==> config.mk <==
export PLATFORM = sky130hd
export DESIGN_NAME = skin_coord_stream
export DESIGN_NICKNAME = d
export VERILOG_FILES = /design/src/rtl/face_det_pkg.sv /design/src/rtl/skin_classifier.sv /design/src/rtl/skin_coord_stream.sv
export SDC_FILE = /design/constraint.sdc
export NUM_CORES = 1
export LEC_CHECK = 0
export ABC_AREA = 1
export BUFFER_PORTS_ARGS = -buffer_cell sky130_fd_sc_hd__buf_2
export CAP_MARGIN = 10
export CORE_UTILIZATION = 57
export CTS_CLUSTER_SIZE = 16
export DETAILED_ROUTE_END_ITERATION = 10
export MAX_ROUTING_LAYER = met4
export PLACE_DENSITY = 0.78
export SLEW_MARGIN = 25
export SYNTH_ARGS = -nofsm -noshare
export SYNTH_HDL_FRONTEND = slang
export SYNTH_HIERARCHICAL = 1
export SYNTH_SLANG_ARGS = --single-unit
==> constraint.sdc <==
create_clock -name clk -period 1.98 [get_ports clk]
set_clock_uncertainty 0.1 [all_clocks]
set_input_delay 0.198 -clock clk [delete_from_list [all_inputs] [get_ports clk]]
set_output_delay 0.198 -clock clk [all_outputs]
set_load 0.02 [all_outputs]
==> src/rtl/face_det_pkg.sv <==
// Shared constants and state encoding for the face-detection pipeline.
// Default frame geometry and skin chroma windows live here so every stage agrees.
package face_det_pkg;

  localparam int FRAME_W_DEF = 160;
  localparam int FRAME_H_DEF = 120;

  localparam logic [7:0] CB_MIN_DEF = 8'd77;
  localparam logic [7:0] CB_MAX_DEF = 8'd127;
  localparam logic [7:0] CR_MIN_DEF = 8'd133;
  localparam logic [7:0] CR_MAX_DEF = 8'd173;

  typedef enum logic [1:0] {
    IDLE = 2'd0,
    SCAN = 2'd1,
    END  = 2'd2
  } state_e;

endpackage

==> src/rtl/skin_classifier.sv <==
// Combinational skin test: a pixel is skin when both Cb and Cr sit inside
// their inclusive windows. Also used by the display-overlay stage.
module skin_classifier
  import face_det_pkg::*;
#(
  parameter logic [7:0] CB_MIN = CB_MIN_DEF,
  parameter logic [7:0] CB_MAX = CB_MAX_DEF,
  parameter logic [7:0] CR_MIN = CR_MIN_DEF,
  parameter logic [7:0] CR_MAX = CR_MAX_DEF
) (
  input  logic [7:0] cb_i,
  input  logic [7:0] cr_i,
  output logic       skin_o
);

  assign skin_o = (cb_i >= CB_MIN) && (cb_i <= CB_MAX) &&
                  (cr_i >= CR_MIN) && (cr_i <= CR_MAX);

endmodule

==> src/rtl/skin_coord_stream.sv <==
// Tracks raster position of an incoming chroma stream and emits the (x, y) of
// every skin pixel, with an end-of-frame pulse and a per-frame hit count.
module skin_coord_stream
  import face_det_pkg::*;
#(
  parameter int         DATA_WIDTH = 8,
  parameter int         CNT_WIDTH  = 16,
  parameter int         FRAME_W    = FRAME_W_DEF,
  parameter int         FRAME_H    = FRAME_H_DEF,
  parameter logic [7:0] CB_MIN     = CB_MIN_DEF,
  parameter logic [7:0] CB_MAX     = CB_MAX_DEF,
  parameter logic [7:0] CR_MIN     = CR_MIN_DEF,
  parameter logic [7:0] CR_MAX     = CR_MAX_DEF
) (
  input  logic                  clk,
  input  logic                  rst_n,
  input  logic                  pix_valid,
  input  logic                  pix_sof,
  input  logic [7:0]            pix_cb,
  input  logic [7:0]            pix_cr,
  output logic [DATA_WIDTH-1:0] data_out_x,
  output logic [DATA_WIDTH-1:0] data_out_y,
  output logic                  data_enable,
  output logic                  data_end,
  output logic [CNT_WIDTH-1:0]  hit_count,
  output logic                  frame_err
);

  localparam logic [DATA_WIDTH-1:0] X_LAST = DATA_WIDTH'(FRAME_W - 1);
  localparam logic [DATA_WIDTH-1:0] Y_LAST = DATA_WIDTH'(FRAME_H - 1);

  state_e                  state_q, state_d;
  logic [DATA_WIDTH-1:0]   x_q, x_d, y_q, y_d;
  logic [CNT_WIDTH-1:0]    hit_cnt_q, hit_cnt_d;
  logic [DATA_WIDTH-1:0]   out_x_q, out_x_d, out_y_q, out_y_d;
  logic                    enable_q, enable_d;
  logic                    end_q, end_d;
  logic                    err_q, err_d;
  logic [CNT_WIDTH-1:0]    hit_count_q, hit_count_d;
  logic                    skin;
  logic                    step;

  skin_classifier #(
    .CB_MIN(CB_MIN),
    .CB_MAX(CB_MAX),
    .CR_MIN(CR_MIN),
    .CR_MAX(CR_MAX)
  ) u_classifier (
    .cb_i  (pix_cb),
    .cr_i  (pix_cr),
    .skin_o(skin)
  );

  // step marks a pixel that is classified at (x_q, y_q) and advances the raster.
  // In IDLE the counters are already parked at (0,0), so the sof pixel shares the SCAN path.
  always_comb begin
    state_d     = state_q;
    x_d         = x_q;
    y_d         = y_q;
    hit_cnt_d   = hit_cnt_q;
    out_x_d     = out_x_q;
    out_y_d     = out_y_q;
    enable_d    = 1'b0;
    end_d       = 1'b0;
    err_d       = 1'b0;
    hit_count_d = hit_count_q;
    step        = 1'b0;

    case (state_q)
      IDLE: begin
        if (pix_valid && pix_sof) step = 1'b1;
      end
      SCAN: begin
        if (pix_valid) begin
          if (pix_sof && ((x_q != '0) || (y_q != '0))) begin
            err_d       = 1'b1;
            end_d       = 1'b1;
            hit_count_d = hit_cnt_q;
            hit_cnt_d   = '0;
            x_d         = '0;
            y_d         = '0;
            state_d     = IDLE;
          end else begin
            step = 1'b1;
          end
        end
      end
      END: begin
        end_d       = 1'b1;
        hit_count_d = hit_cnt_q;
        hit_cnt_d   = '0;
        x_d         = '0;
        y_d         = '0;
        state_d     = IDLE;
      end
      default: state_d = IDLE;
    endcase

    if (step) begin
      state_d = SCAN;
      if (skin) begin
        enable_d  = 1'b1;
        out_x_d   = x_q;
        out_y_d   = y_q;
        hit_cnt_d = (hit_cnt_q == '1) ? hit_cnt_q : hit_cnt_q + 1'b1;
      end
      if (x_q == X_LAST) begin
        x_d = '0;
        if (y_q == Y_LAST) state_d = END;
        else               y_d     = y_q + 1'b1;
      end else begin
        x_d = x_q + 1'b1;
      end
    end
  end

  always_ff @(posedge clk or negedge rst_n) begin
    if (!rst_n) begin
      state_q     <= IDLE;
      x_q         <= '0;
      y_q         <= '0;
      hit_cnt_q   <= '0;
      out_x_q     <= '0;
      out_y_q     <= '0;
      enable_q    <= 1'b0;
      end_q       <= 1'b0;
      err_q       <= 1'b0;
      hit_count_q <= '0;
    end else begin
      state_q     <= state_d;
      x_q         <= x_d;
      y_q         <= y_d;
      hit_cnt_q   <= hit_cnt_d;
      out_x_q     <= out_x_d;
      out_y_q     <= out_y_d;
      enable_q    <= enable_d;
      end_q       <= end_d;
      err_q       <= err_d;
      hit_count_q <= hit_count_d;
    end
  end

  assign data_out_x  = out_x_q;
  assign data_out_y  = out_y_q;
  assign data_enable = enable_q;
  assign data_end    = end_q;
  assign frame_err   = err_q;
  assign hit_count   = hit_count_q;

endmodule
==> flow_metrics.tcl <==
set metrics [dict create \
    dieWidth_um 83.81 \
    timing.rr.start "x_q[1]$_DFFE_PN0P_" \
    ys_seq_area_share_pct 45.26 \
    ios 55 \
    start_kind "flop" \
    drc 4 \
    rsz0062_at_grt "true" \
    worst_setup_path_end_kind "flop" \
    drive_gt1_share_pct 27.13 \
    slew_viol_final 0 \
    final_hold_viol_count 0 \
    dieArea_mm2 0.007024 \
    leakagePower_nw 2.491 \
    grt_pass1_vias 3165 \
    clock_power_share_pct 29.9 \
    clk_path_buf_depth 2 \
    cap_violations 0 \
    gp_congestion 0.9260 \
    grt_antenna_before_repair 0 \
    switchingPower_w 0.001511 \
    rows 29 \
    min_period_ns 2.014 \
    ant_nets 0 \
    synth.area.mux_share_pct 0 \
    p_int_w 0.002848 \
    final.setup.tns_ns -0.08764 \
    yosysUniqueCellTypes 33 \
    fin_ws_ns -0.03352 \
    startpoint "x_q[1]$_DFFE_PN0P_" \
    multiInputGateArea_mm2 0.001839 \
    core_mm2 0.006422 \
    synth-simple-area-share_pct 29.71 \
    crit_fanout 5 \
    worstSetupPathType "reg -> reg" \
    grt_max_degree 70 \
    post-route-period-util_pct 101.7 \
    pwr-share-comb_pct 34.5 \
    syn_avg_cell_area_um2 7.833 \
    vias 3435 \
    cts_tree "built" \
    setup_violations 7 \
    fin_area_mm2 0.004767 \
    cts.htree.levels 3 \
    whs_ns 0.2296 \
    drt-initial-drc-count 187 \
    status "finished with violations" \
    seq_power_share_pct 35.6 \
    worstMarginPinSlew_ns 0.3630 \
    grt_usage_pct 25.71 \
    first_pass_iters 8 \
    hp-class "in -> reg" \
    fmax_mhz 496.6 \
    synthAdderAreaFrac_pct 2.624 \
    powerDensity_mw_per_mm2 914.2 \
    port_buffers 54 \
    cp.arrival_ns 2.19 \
    synth_cells 487 \
    fillers 483 \
    placed_area_mm2 0.004253 \
    ir_drop_uv 467.4 \
    violations "DRC, setup timing" \
    start_util_pct 59.40 \
    syn_nets 515 \
    wl_per_cell_um 13.66 \
    wirelength_mm 8.909 \
    regArea_mm2 0.001727 \
    grt_pass1_wl_mm 13.81 \
    diodes 0 \
    synth_seq_cells 69 \
    cts_root_buf "clkbuf_8" \
    overflow 0 \
    syn2layout_area_growth_pct 24.96 \
    power_w 0.004358 \
    synth_top_family_by_area "simple AND/OR/NAND/NOR gates" \
    min_from "pix_sof" \
    dp_hpwl_mm 5.800 \
    cts.sinks 69 \
    netlist_area_mm2 0.003815 \
    clock_latency_ns 0.35 \
    drt-vias-per-instance 5.268 \
    synthXorXnorAreaFrac_pct 1.148 \
    numCtsBuffers 9 \
    cp.required_ns 2.16 \
    synth-compound-area-share_pct 11.12 \
    synth_warnings 6 \
    p_sw_share_pct 34.66 \
    num-nets-final 598 \
    clkTransAtPathRegs_ns 0.08 \
    die_y_um 83.81 \
    relSlewSlack_pct 75.80 \
]
## metal layers
metal	share of wire (%)	up-vias	global-route usage, %
li1	-	1707	-
met1	42	1630	29.42
met2	52	78	42.62
met3	3.6	20	6.726
met4	1.8	0	11.29
met5	0	-	-
## metrics by stage
| step | worst slack, ns | cells | utilization, % |
|---|---|---|---|
| 6_report | -0.03352 | 652 | 74.23 |
| 4_1_cts | 0.01008 | 639 | 69.96 |
| 5_1_grt | -0.1586 | 652 | 74.23 |
| 2_1_floorplan | 0.2065 | 487 | - |
| 3_3_place_gp | 0.04301 | 622 | 66.22 |
| 3_5_place_dp | 0.0003522 | 622 | 66.22 |
## worst paths after layout
kind | cells past startpoint | end | slack (ns)
worst min register to register | 2 | hit_count[0]$_DFFE_PN0P_ | 0.38
min in group asynchronous | 3 | y_q[6]$_DFF_PN0_ | 0.30
worst max register to register | 14 | hit_cnt_q[1]$_DFFE_PN0P_ | -0.03
max in group asynchronous | 3 | x_q[1]$_DFFE_PN0P_ | 1.19
worst min-delay path | 5 | frame_err$_DFF_PN0_ | 0.23
worst max-delay path | 14 | hit_cnt_q[1]$_DFFE_PN0P_ | -0.03
## area by class of cell
class | count | area share (%)
multi-input combinational | 329 | 38.58
tap | 77 | 2.021
clock inverter | 4 | 1.470
sequential | 69 | 36.22
inverter | 79 | 6.220
clock buffer | 12 | 3.255
timing repair buffer | 82 | 12.23
## critical path, stage by stage (launching register included)
cell and delay (ns):
dfrtp_1 0.42, inv_2 0.09, ha_4 0.12, nand2_2 0.06, inv_2 0.04, nand2_1 0.04, nor2_1 0.11, nand2_1 0.09
nand2_2 0.09, nand2_4 0.11, a21oi_4 0.22, nand2_1 0.20, nand2_1 0.10, inv_1 0.05, a21oi_2 0.12
## repair_timing
item	4_1_cts	5_1_grt
pin swaps	0	15
gates cloned	0	3
resized for setup	1	56
setup endpoints to repair	1	47
hold endpoints to repair	69	0
hold buffers	1	0
buffers inserted	0	10
## synthesized netlist by cell type (all sizes together)
library cell | count | area, um2
a21oi | 18 | 131.4
buf | 11 | 86.33
clkbuf | 1 | 3.750
dfrtp | 69 | 1727
ha | 8 | 100.1
inv | 79 | 296.5
nand2 | 148 | 634.4
nand3 | 23 | 135.1
nand3b | 1 | 7.510
nand4 | 17 | 121.4
nor2 | 41 | 178.9
nor3 | 9 | 50.05
nor4 | 1 | 6.260
o21a | 1 | 7.510
o21ai | 54 | 277.8
o31ai | 1 | 7.510
xor2 | 5 | 43.79
## flip-flops by register name, summed over array words and instances (netlist names)
register and count:
data_end 1, frame_err 1, data_out_y 8, y_q 8, data_out_x 8, data_enable 1
hit_cnt_q 16, state_q 2, x_q 8, hit_count 16
## logic make-up (layout without fill, tap and decap cells)
group | after synthesis | in the layout
compound gates | 74 | 74
xor+xnor | 5 | 5
fa+ha+maj | 8 | 8
buf+inv | 91 | 177
flops | 69 | 69
simple gates | 240 | 242
## cells in the final DEF (no fill, tap or decap), types with 2 or more instances in the layout
cell	count
nand2_1	124
inv_1	70
dfrtp_1	69
buf_2	54
nor2_1	37
o21ai_0	30
o21ai_1	21
nand3_1	18
buf_4	18
nand2_2	16
nand4_1	16
a21oi_1	11
clkbuf_8	11
inv_2	9
nor3_1	6
ha_1	6
buf_12	6
nand2_4	5
nand2_8	5
xor2_1	5
nand3_2	5
a21oi_2	5
nor2_4	3
o21ai_2	3
a21oi_4	2
nor3_2	2
ha_4	2
bufinv_16	2
clkinv_2	2
buf_6	2
## power groups by stage
stage	sequential [W]	combinational, W	clock, W
finish	0.00155	0.00150	0.00130
global route	0.00156	0.00164	0.00138
CTS	0.00155	0.00119	0.00133
detailed placement	0.00157	0.00119	0
global placement	0.00157	0.00117	0
floorplan	0.00161	0.000835	0
No activity file was read; power rests on OpenSTA's default activity.
